[src/rtl/fpu_pkg.sv]
// Shared definitions for the FP adder writeback stage: flag bit positions,
// the canonical quiet NaN and the FIFO entry layout.
package fpu_pkg;

  localparam int FLAG_NV = 4;
  localparam int FLAG_DZ = 3;
  localparam int FLAG_OF = 2;
  localparam int FLAG_UF = 1;
  localparam int FLAG_NX = 0;

  localparam logic [31:0] CANON_NAN = 32'h7FC00000;

  typedef struct packed {
    logic [31:0] result;
    logic [4:0]  rd;
    logic [4:0]  flags;
  } wb_entry_t;

endpackage

[src/rtl/fpu_wb_fifo.sv]
// Circular-buffer FIFO of wb_entry_t. DEPTH must be a power of two so the
// pointers wrap naturally. Push while full and pop while empty are ignored.
// Storage is cleared on reset so the head never shows X.
module fpu_wb_fifo
  import fpu_pkg::*;
#(
  parameter int DEPTH = 4
) (
  input  logic                     clk,
  input  logic                     rst,
  input  logic                     push,
  input  logic                     pop,
  input  wb_entry_t                wdata,
  output wb_entry_t                rdata,
  output logic                     full,
  output logic                     empty,
  output logic [$clog2(DEPTH):0]   count
);

  localparam int AW = $clog2(DEPTH);
  localparam logic [AW:0] FULL_CNT = (AW+1)'(DEPTH);

  wb_entry_t         mem [DEPTH];
  logic [AW-1:0]     rd_ptr;
  logic [AW-1:0]     wr_ptr;
  logic              do_push;
  logic              do_pop;

  assign full    = (count == FULL_CNT);
  assign empty   = (count == '0);
  assign do_push = push && !full;
  assign do_pop  = pop && !empty;
  assign rdata   = mem[rd_ptr];

  // Pointer and occupancy bookkeeping.
  always_ff @(posedge clk) begin
    if (rst) begin
      rd_ptr <= '0;
      wr_ptr <= '0;
      count  <= '0;
    end else begin
      if (do_push) wr_ptr <= wr_ptr + 1'b1;
      if (do_pop)  rd_ptr <= rd_ptr + 1'b1;
      case ({do_push, do_pop})
        2'b10:   count <= count + 1'b1;
        2'b01:   count <= count - 1'b1;
        default: count <= count;
      endcase
    end
  end

  // Entry storage; cleared on reset so the head reads zero when empty.
  always_ff @(posedge clk) begin
    if (rst) begin
      for (int i = 0; i < DEPTH; i++) mem[i] <= '0;
    end else if (do_push) begin
      mem[wr_ptr] <= wdata;
    end
  end

endmodule

[src/rtl/fpu_add_wb.sv]
// Writeback stage after the single-precision FP adder: derives IEEE flags
// for each result, queues {result, rd, flags}, hands entries to the
// register-file writer, accumulates sticky fflags and counts commits.
//
// Build option: define FPU_WB_CANON_NAN_EN to replace any NaN result with
// the canonical quiet NaN at push time and raise NV for signalling NaNs.
// Without it results pass through bit-exact and NV stays 0.
//
// Handshake: a transfer happens on a rising edge where valid && ready.
// in_ready depends only on registered occupancy (never on out_ready), so a
// full FIFO refuses a push even when the head is popped the same cycle.
// Once out_valid is high the head entry holds steady until it is popped.
module fpu_add_wb
  import fpu_pkg::*;
#(
  parameter int DEPTH = 4,
  parameter int CNT_W = 16
) (
  input  logic             clk,
  input  logic             rst,
  input  logic             in_valid,
  output logic             in_ready,
  input  logic [31:0]      in_result,
  input  logic             in_overflow,
  input  logic             in_underflow,
  input  logic [4:0]       in_rd,
  output logic             out_valid,
  input  logic             out_ready,
  output logic [31:0]      out_result,
  output logic [4:0]       out_rd,
  output logic [4:0]       out_flags,
  output logic [4:0]       fflags,
  input  logic             fflags_clr,
  output logic [CNT_W-1:0] op_count
);

  wb_entry_t                in_entry;
  wb_entry_t                head;
  logic                     full;
  logic                     empty;
  logic [$clog2(DEPTH):0]   count;
  logic                     push;
  logic                     pop;
  logic [31:0]              push_result;
  logic                     push_nv;

  assign in_ready  = !full;
  assign out_valid = !empty;
  assign push      = in_valid && in_ready;
  assign pop       = out_valid && out_ready;

`ifdef FPU_WB_CANON_NAN_EN
  logic is_nan;
  logic is_snan;
  assign is_nan      = (&in_result[30:23]) && (|in_result[22:0]);
  assign is_snan     = is_nan && !in_result[22];
  assign push_result = is_nan ? CANON_NAN : in_result;
  assign push_nv     = is_snan;
`else
  assign push_result = in_result;
  assign push_nv     = 1'b0;
`endif

  // Build the entry stored at push: result, tag and derived flags.
  always_comb begin
    in_entry                 = '0;
    in_entry.result          = push_result;
    in_entry.rd              = in_rd;
    in_entry.flags[FLAG_NV]  = push_nv;
    in_entry.flags[FLAG_DZ]  = 1'b0;
    in_entry.flags[FLAG_OF]  = in_overflow;
    in_entry.flags[FLAG_UF]  = in_underflow;
    in_entry.flags[FLAG_NX]  = in_overflow | in_underflow;
  end

  fpu_wb_fifo #(
    .DEPTH (DEPTH)
  ) u_fifo (
    .clk   (clk),
    .rst   (rst),
    .push  (push),
    .pop   (pop),
    .wdata (in_entry),
    .rdata (head),
    .full  (full),
    .empty (empty),
    .count (count)
  );

  assign out_result = head.result;
  assign out_rd     = head.rd;
  assign out_flags  = head.flags;

  // Sticky flags: clear first, then OR in the popped entry so its flags survive.
  always_ff @(posedge clk) begin
    if (rst) begin
      fflags <= '0;
    end else begin
      fflags <= (fflags_clr ? 5'b0 : fflags) | (pop ? head.flags : 5'b0);
    end
  end

  // Saturating count of committed (popped) results.
  always_ff @(posedge clk) begin
    if (rst) begin
      op_count <= '0;
    end else if (pop && (op_count != '1)) begin
      op_count <= op_count + 1'b1;
    end
  end

endmodule

[config.mk]
export PLATFORM = sky130hd
export DESIGN_NAME = fpu_add_wb
export DESIGN_NICKNAME = d
export VERILOG_FILES = /design/src/rtl/fpu_pkg.sv /design/src/rtl/fpu_wb_fifo.sv /design/src/rtl/fpu_add_wb.sv
export SDC_FILE = /design/constraint.sdc
export NUM_CORES = 1
export LEC_CHECK = 0
export CAP_MARGIN = 20
export CORE_AREA = 3 3 127 129
export CTS_BUF_LIST = sky130_fd_sc_hd__clkbuf_16
export CTS_CLUSTER_SIZE = 30
export DETAILED_ROUTE_END_ITERATION = 16
export DIE_AREA = 0 0 130 132
export HOLD_SLACK_MARGIN = 0.08
export MAX_ROUTING_LAYER = met4
export PLACE_DENSITY = 0.79
export REMOVE_ABC_BUFFERS = 1
export SETUP_SLACK_MARGIN = 0.3
export SKIP_CTS_REPAIR_TIMING = 1
export SYNTH_ARGS = -nofsm -noshare
export SYNTH_HDL_FRONTEND = slang
export SYNTH_SLANG_ARGS = --single-unit
[constraint.sdc]
create_clock -name clk -period 3.1 [get_ports clk]
set_input_delay 0.465 -clock clk [delete_from_list [all_inputs] [get_ports clk]]
set_output_delay 0.465 -clock clk [all_outputs]
set_load 0.05 [all_outputs]
==> results.yml, run 1 <==
global_routing:
  grt_pass1_wl_um: 28600
  grtUsageTotal_pct: 22.7
  grt_pass1_vias: 5285
  grt_max_degree: 41
  grt_antenna_before_repair: 0
  gr-total-overflow: 0
logic_synthesis:
  synth_edf_count: 160
  ys_warn_count: 0
  ys_ff_latch: 188
  syn-cell-area_um2: 8310
  syn-mean-instance-area_um2: 15.1
  yosysTopAreaCell: "edfxtp_1"
  synthCells: 550
  yosysSeqAreaShare_pct: 64.6
  synth_top_cell_area_share_pct: 57.8
  synth_cell_types: 51
  ys_top_cells_by_area: "edfxtp_1 58%, and2_1 12%, mux4_2 11%, dfxtp_1 6.7%, a21oi_1 1.0%"
  ys.flop_type: "edfxtp_1"
  synthArstFlopShare_pct: 0
job:
  drv_cap: 0
timing:
  holdWs_ns: 0.531
  period_needed_ns: 2.59
  drv_slew: 0
  final.setup.tns_ns: 0
  relSlewSlack_pct: 35.1
  fmax_ghz: 0.386
  rsz0062_at_grt: "no"
  hold_viol: 0
  tightest_slew_ns: 0.967
  setup_viol: 0
  min_period_over_period_pct: 83.5
  skew_ns: 0.00744
detailed_routing:
  routed_wl_um: 17900
  ant_nets: 0
  drtIter0Drc: 303
  viasPerCell: 5.79
  drc: 0
  avgRoutedWirePerCell_um: 20.9
  drt_pass1_iterations: 5
  vias: 4952
worst_setup_path:
  worstPathRequired_ns: 2.63
  setup.worst_path.end_class: "output port"
  ff2ff_path_depth: 8
  crit_type: "register to output port"
  worstPathMaxFanout: 6
  startpoint_type: "register"
  critical_path_arrival_ns: 2.12
min_path:
  holdPathStages: 2
  hp-class: "register to register"
pwr:
  p_clk_share_pct: 27.8
  seq_power_share_pct: 40.4
  p_leak_nw: 4.15
  netSwitchingFraction_pct: 33.1
  p_int_mw: 5.29
  p_comb_share_pct: 31.8
  p_switching_mw: 2.62
  powerDensity_nw_per_um2: 764
  peakVddDrop_mv: 0.541
finish:
  nNetsFinal: 702
  drive_gt1_share_pct: 15.9
  final_cell_mix: "160 x edfxtp_1, 157 x and2_1, 64 x clkdlybuf4s50_1"
  fillCellCount: 1008
  final_common_cell: "edfxtp_1"
  seq_area_um2: 5370
  fin_cells: 856
  area_delta_synth_final_pct: 24.7
  multiInputGateArea_um2: 2760
  fin_area_um2: 10400
  antenna_cells: 0
cts:
  clockBufferDepth: 2
  cts_buffers: 17
  insertion_delay_ns: 0.43
  cts_tree: "built"
  cts-htree-levels: 4
  root_buffer: "clkbuf_16"
  clock-sinks: 188
  clk_pin_slew_ns: 0.07
place:
  globalplace.congestion: 0.865
  dp_cells: 824
  placed_area_um2: 9650
  hpwl_um: 10800
  io_buffers: 104
floorplan:
  dieArea_um2: 17200
  start_util_pct: 54.8
  die_w_um: 130
  num_rows: 45
  io_pins: 109
  die_h_um: 132
  core_um2: 15100
status:
  outcome: "finished clean"
==> layout make-up <==
cell class	instances	area share, %
clock buffer	17	4.11
sequential	188	51.9
inverter	5	0.181
clock inverter	15	1.66
multi-input combinational	323	26.7
timing repair buffer	120	13.3
tap	188	2.27
==> metrics by stage <==
stage / util (%) / worst slack [ns] / total power [mW]
2_1_floorplan: - / 0.0396 / 4.88
3_3_place_gp: 63.7 / 0.564 / 5.74
3_5_place_dp: 63.7 / 0.455 / 5.80
4_1_cts: 67.7 / 0.100 / 7.99
5_1_grt: 68.4 / 0.438 / 8.22
6_report: 68.4 / 0.511 / 7.92
==> per-layer routing <==
layer	global-route usage (%)	routed length, um
met1	29.0	7330
met2	36.6	9070
met3	5.39	1240
met4	6.70	286
met5	-	0
==> power by group through the flow <==
stage	registers [mW]	clock network, mW	logic (mW)
final	3.20	2.20	2.51
after global routing	3.23	2.34	2.64
after CTS	3.20	2.23	2.56
after detailed placement	3.25	0	2.55
after global placement	3.23	0	2.51
after floorplan	3.31	0	1.57
==> state kept, by name, indices dropped and copies added (netlist names), named ones only <==
name / cells
fflags: 3
op_count: 16
u_fifo.rd_ptr: 2
u_fifo.wr_ptr: 2
u_fifo.mem: 160
u_fifo.count: 3
==> critical path, cell delays in order (launching register included) <==
cell             delay [ns]
dfxtp_1                0.42
or3b_1                 0.52
clkdlybuf4s50_1        0.76
==> synthesized netlist by cell type, types with 2 or more instances <==
master    instances
and2_1          157
buf_6             2
buf_1             2
nor3b_2           2
nand3_1           2
ha_1              2
nor2_1           15
or4_1             8
a21oi_1          17
dfxtp_1          28
inv_1             4
nand4_2           3
clkbuf_1         17
o31ai_1           9
mux2_2            2
nor2b_1           5
o21a_1            3
nand3b_1          2
o21ai_1           3
buf_4             7
buf_2             3
or3_1             7
o21ai_0           2
edfxtp_1        160
mux4_2           40
or2_2             4
nand2_1           9
nand4_1           2
xor2_1            5
nor4_1            3
clkbuf_2          5
==> cells by family after synthesis <==
family | share of synthesized area [%]
buffers and inverters | 2.65
flip-flops | 64.6
multiplexers | 11.1
AO/OA/AOI/OAI | 2.98
adder cells (fa/ha/maj) | 0.542
XOR/XNOR | 0.633
AND/OR/NAND/NOR | 17.4
other | 0.0452
==> path summary, 6_finish.rpt <==
path,startpoint,endpoint,slack (ns)
max,u_fifo.count[2],in_ready,0.51
min,op_count[1],op_count[1],0.53
max reg2reg,u_fifo.count[2],u_fifo.count[2],0.63
min reg2reg,op_count[1],op_count[1],0.53
Note: power is estimated with default switching activity, not from simulation.
==> inputs of run 2 (changes only) <==
- CORE_AREA: 3 3 127 129 -> 3 3 133 135
- DIE_AREA: 0 0 130 132 -> 0 0 136 138
- PLACE_DENSITY: 0.79 -> 0.76
- clock period: 3.1 -> 2.3 ns (I/O delays scaled with it)
==> run 2 against run 1 <==
Critical path type is now register to register; combinational power increased by 43%; clock power increased by 29%; power increased by 35%; sequential power increased by 33%; critical path depth increased by 6; global-route usage decreased by 2.8 points; cell count increased by 5.6%; cell area increased by 0.73%; sequential cell count unchanged; setup slack got worse by 0.43 ns; non-clock buffer count increased by 16; critical endpoint is now u_fifo.count[2].
==> results.yml, run 2 (synthesis gave the netlist of run 1 again) <==
timing:
  drv_slew: 0
  tightest_slew_ns: 0.524
  hold_viol: 0
  final.setup.tns_ns: 0
  rsz0062_at_grt: "yes"
  skew_ns: 0.0105
  setup_viol: 0
  period_needed_ns: 2.22
  fmax_ghz: 0.451
  relSlewSlack_pct: 65.0
  min_period_over_period_pct: 96.4
finish:
  largest-register: "u_fifo.mem"
  nNetsFinal: 718
  drive_gt1_share_pct: 25.1
  antenna_cells: 0
  final_cell_mix: "160 x edfxtp_1, 157 x and2_1, 61 x buf_4"
  fillCellCount: 1255
  top_regs: "u_fifo.mem x160, op_count x16"
  fin_util_pct: 62.9
  final_common_cell: "edfxtp_1"
  largest_reg_flops: 160
  area_delta_synth_final_pct: 25.6
detailed_routing:
  viasPerCell: 5.44
  drtIter0Drc: 274
  routed_wl_um: 17900
  ant_nets: 0
  vias: 4918
  drc: 0
  drt_pass1_iterations: 5
  avgRoutedWirePerCell_um: 19.7
global_routing:
  gr-total-overflow: 0
  grt_antenna_before_repair: 0
  grt_max_degree: 41
  grt_pass1_wl_um: 27700
  grt_pass1_vias: 5193
  grtUsageTotal_pct: 19.9
cts:
  clockBufferDepth: 2
  cts-htree-levels: 4
  clock-sinks: 188
  cts_buffers: 17
  cts_tree: "built"
  root_buffer: "clkbuf_16"
  insertion_delay_ns: 0.42
  clk_pin_slew_ns: 0.07
worst_setup_path:
  crit_type: "register to register"
  worstPathMaxFanout: 5
  setup.worst_path.end_class: "register"
  crit_family: "simple AND/OR/NAND/NOR gates"
  critical_path.startpoint: "u_fifo.count[0]"
  critPathBufInv: 1
  cpMaxStageDelayCell: "or3b_4"
  reg2reg_from: "u_fifo.count[0]"
  critPathMaxStageDelay_ns: 0.42
  startpoint_type: "register"
  path_cells: "or3b_4 -> nand2_4 -> ha_4 -> inv_1 -> fa_2 -> xor2_2 -> or3_1 -> a21oi_2"
  worstPathRequired_ns: 2.66
  critical_path_arrival_ns: 2.57
min_path:
  hp-class: "register to register"
  min_from: "op_count[11]"
floorplan:
  core_um2: 16600
  die_w_um: 136
  num_rows: 47
  start_util_pct: 50.1
  dieArea_um2: 18800
  die_h_um: 138
  io_pins: 109
place:
  globalplace.congestion: 0.837
  io_buffers: 104
  hpwl_um: 10700
pwr:
  powerDensity_nw_per_um2: 1030
  peakVddDrop_mv: 0.712
  p_leak_nw: 4.13
job:
  drv_cap: 0
status:
  outcome: "finished clean"
run 2: cell type report:
class                   count  area (um2)  share of cell area [%]
flip-flops and latches    188        5380                    51.6
multi-input cells         323        2800                    26.8
repair buffers            136        1380                    13.2
clock buffers              21         526                    5.04
well taps                 220         275                    2.64
clock inverters            11        58.8                   0.564
inverters                   5        18.8                   0.180
run 2: worst paths after layout:
path / to / slack, ns / depth (start not counted)
worst max-delay path: u_fifo.count[2] / 0.08 / 8
worst min-delay path: op_count[11] / 0.53 / 2
worst max register to register: u_fifo.count[2] / 0.08 / 8
worst min register to register: op_count[11] / 0.53 / 2
run 2: report_power, final:
part	total (mW)	internal, mW	switching, mW
clock network	2.84	1.63	1.21
logic	3.60	1.41	2.19
registers	4.25	4.09	0.165
total	10.7	7.13	3.56
run 2: stage by stage:
stage	instances	instance area, um2	hold slack, ns	total power, mW	setup slack, ns
after CTS	899	10300	0.534	10.6	-0.147
final	904	10400	0.531	10.7	0.0825
after global routing	904	10400	0.565	11.1	0.0284
after detailed placement	867	9680	0.526	7.78	-0.0522
after global placement	867	9680	0.496	7.69	0.0654
after floorplan	516	8120	0.407	6.58	-0.760
run 2: per-layer routing:
| metal | GRT usage [%] | share of wire, % |
|---|---|---|
| met1 | 25.6 | 42 |
| met2 | 31.9 | 51 |
| met3 | 4.22 | 6.0 |
| met4 | 6.42 | 1.4 |
| met5 | - | 0 |
run 2: worst reg2reg max path, delay by kind of cell (launching register included):
kind                       cells  cell delay, ns
and+or+nand+nor                3            0.88
adders and majority gates      2            0.56
DFF                            1            0.36
xor gates and xnor gates       1            0.17
AOI/OAI and AO/OA              1            0.12
buffers and inverters          1            0.06
==> inputs of run 3 (changes only) <==
- CORE_AREA: 3 3 133 135 -> 3 3 123 125
- DIE_AREA: 0 0 136 138 -> 0 0 126 128
- PLACE_DENSITY: 0.76 -> 0.84
- clock period: 2.3 -> 2.6 ns (I/O delays scaled with it)
==> run 3 against run 2 <==
Worst hold slack improved by 0.0079 ns; critical path type is now register to output port; register-to-register slack improved by 0.25 ns; largest cell class unchanged; first-iteration DRC count rose by 15%; combinational power fell by 14%; clock power fell by 11%; via count rose by 2.2%; sequential share of layout area rose by 1.0 points.
==> results.yml, run 3 (synthesis gave the netlist of run 1 again) <==
place:
  io_buffers: 104
  hpwl_um: 10400
  place_ws_ns: 0.227
  globalplace.congestion: 0.781
  placed_area_um2: 9530
  dp_cells: 820
finish:
  nNetsFinal: 717
  fin_area_um2: 10200
  fin_util_pct: 73.1
  fillCellCount: 861
  final_common_cell: "edfxtp_1"
  largest_reg_flops: 160
  antenna_cells: 0
  final_cell_mix: "160 x edfxtp_1, 157 x and2_1, 63 x buf_4"
  fin_cells: 862
  top_regs: "u_fifo.mem x160, op_count x16"
  drive_gt1_share_pct: 23.9
  area_delta_synth_final_pct: 23.1
  largest-register: "u_fifo.mem"
timing:
  skew_ns: 0.00659
  final.setup.tns_ns: 0
  relSlewSlack_pct: 50.6
  min_period_over_period_pct: 87.1
  rsz0062_at_grt: "yes"
  hold_viol: 0
  fmax_ghz: 0.442
  period_needed_ns: 2.26
  tightest_slew_ns: 0.741
  drv_slew: 0
  setup_viol: 0
  holdWs_ns: 0.538
  layout_setup_ws_ns: 0.336
detailed_routing:
  drtIter0Drc: 315
  drt_pass1_iterations: 5
  drc: 0
  avgRoutedWirePerCell_um: 20.1
  ant_nets: 0
  vias: 5025
  routed_wl_um: 17300
  viasPerCell: 5.83
worst_setup_path:
  r2r_setup_slack_ns: 0.34
  setup.worst_path.end_class: "output port"
  startpoint_type: "register"
  reg2reg_to: "u_fifo.count[2]"
  cpMaxStageDelayCell: "mux4_2"
  critical_path_arrival_ns: 1.87
  crit_type: "register to output port"
  path_cells: "buf_6 -> mux4_2 -> buf_4"
  ff2ff_path_depth: 8
  worstPathMaxFanout: 11
  critPathMaxStageDelay_ns: 0.56
  reg2reg_from: "u_fifo.count[0]"
  worstPathRequired_ns: 2.21
cts:
  cts_tree: "built"
  clk_pin_slew_ns: 0.06
  clock-sinks: 188
  cts-htree-levels: 4
  cts_buffers: 17
  insertion_delay_ns: 0.43
  root_buffer: "clkbuf_16"
  clockBufferDepth: 2
status:
  outcome: "finished clean"
global_routing:
  grt.busiest_layer: "met2"
  grt_antenna_before_repair: 0
  grtUsageMet1_pct: 29.6
  gr-total-overflow: 0
  grtUsageTotal_pct: 22.8
  grt_pass1_wl_um: 27200
  grt_use_met3_pct: 5.92
  grt_pass1_vias: 5073
  met2_usage_pct: 36.3
  grt_max_degree: 41
floorplan:
  io_pins: 109
  core_um2: 14000
  die_w_um: 126
  dieArea_um2: 16100
  die_h_um: 128
  start_util_pct: 59.4
  num_rows: 43
min_path:
  hold_end: "op_count[15]"
  hp-class: "register to register"
  min_from: "op_count[15]"
  holdPathStages: 2
pwr:
  total_power_mw: 9.42
  p_leak_nw: 3.77
  powerDensity_nw_per_um2: 921
  peakVddDrop_mv: 0.509
job:
  drv_cap: 0
-- run 3: changes by cell type in the layout (fill, tap and decap cells not counted), sizes merged --
cell and delta:
clkdlybuf4s50 +16, dlymetal6s2s -16, clkbuf -4, inv -3, bufinv +2, clkinv +2, clkinvlp +2, buf -1
-- run 3: power by group --
group	total, mW	switching [mW]	internal [mW]
Sequential	3.79	0.177	3.61
Combinational	3.10	1.86	1.24
Clock	2.54	1.12	1.42
-- run 3: cell type report --
class / count / area [um2] / share of cell area [%]
Sequential cell: 188 / 5370 / 52.6
Multi-Input combinational cell: 323 / 2760 / 27.0
Timing Repair Buffer: 135 / 1270 / 12.5
Clock buffer: 17 / 425 / 4.16
Tap cell: 180 / 225 / 2.20
Clock inverter: 14 / 145 / 1.42
Inverter: 5 / 18.8 / 0.184
-- run 3: how the worst max path moves through the flow --
stage,end,cells past startpoint
after floorplan,u_fifo.mem[1][0],4
after global placement,u_fifo.count[2],8
after detailed placement,u_fifo.count[2],9
after CTS,out_result[8],3
after global routing,u_fifo.count[2],8
final,out_result[8],3
-- run 3: critical path, delay by kind of cell (launching register included) --
family | cells | cell delay [ns]
mux | 1 | 0.56
flops | 1 | 0.46
buf+inv | 2 | 0.42
-- run 3: layer usage --
metal	vias to the layer above	part of all wire (%)
li1	2266	-
met1	2536	41
met2	205	51
met3	18	7.0
met4	0	0.98
met5	-	0
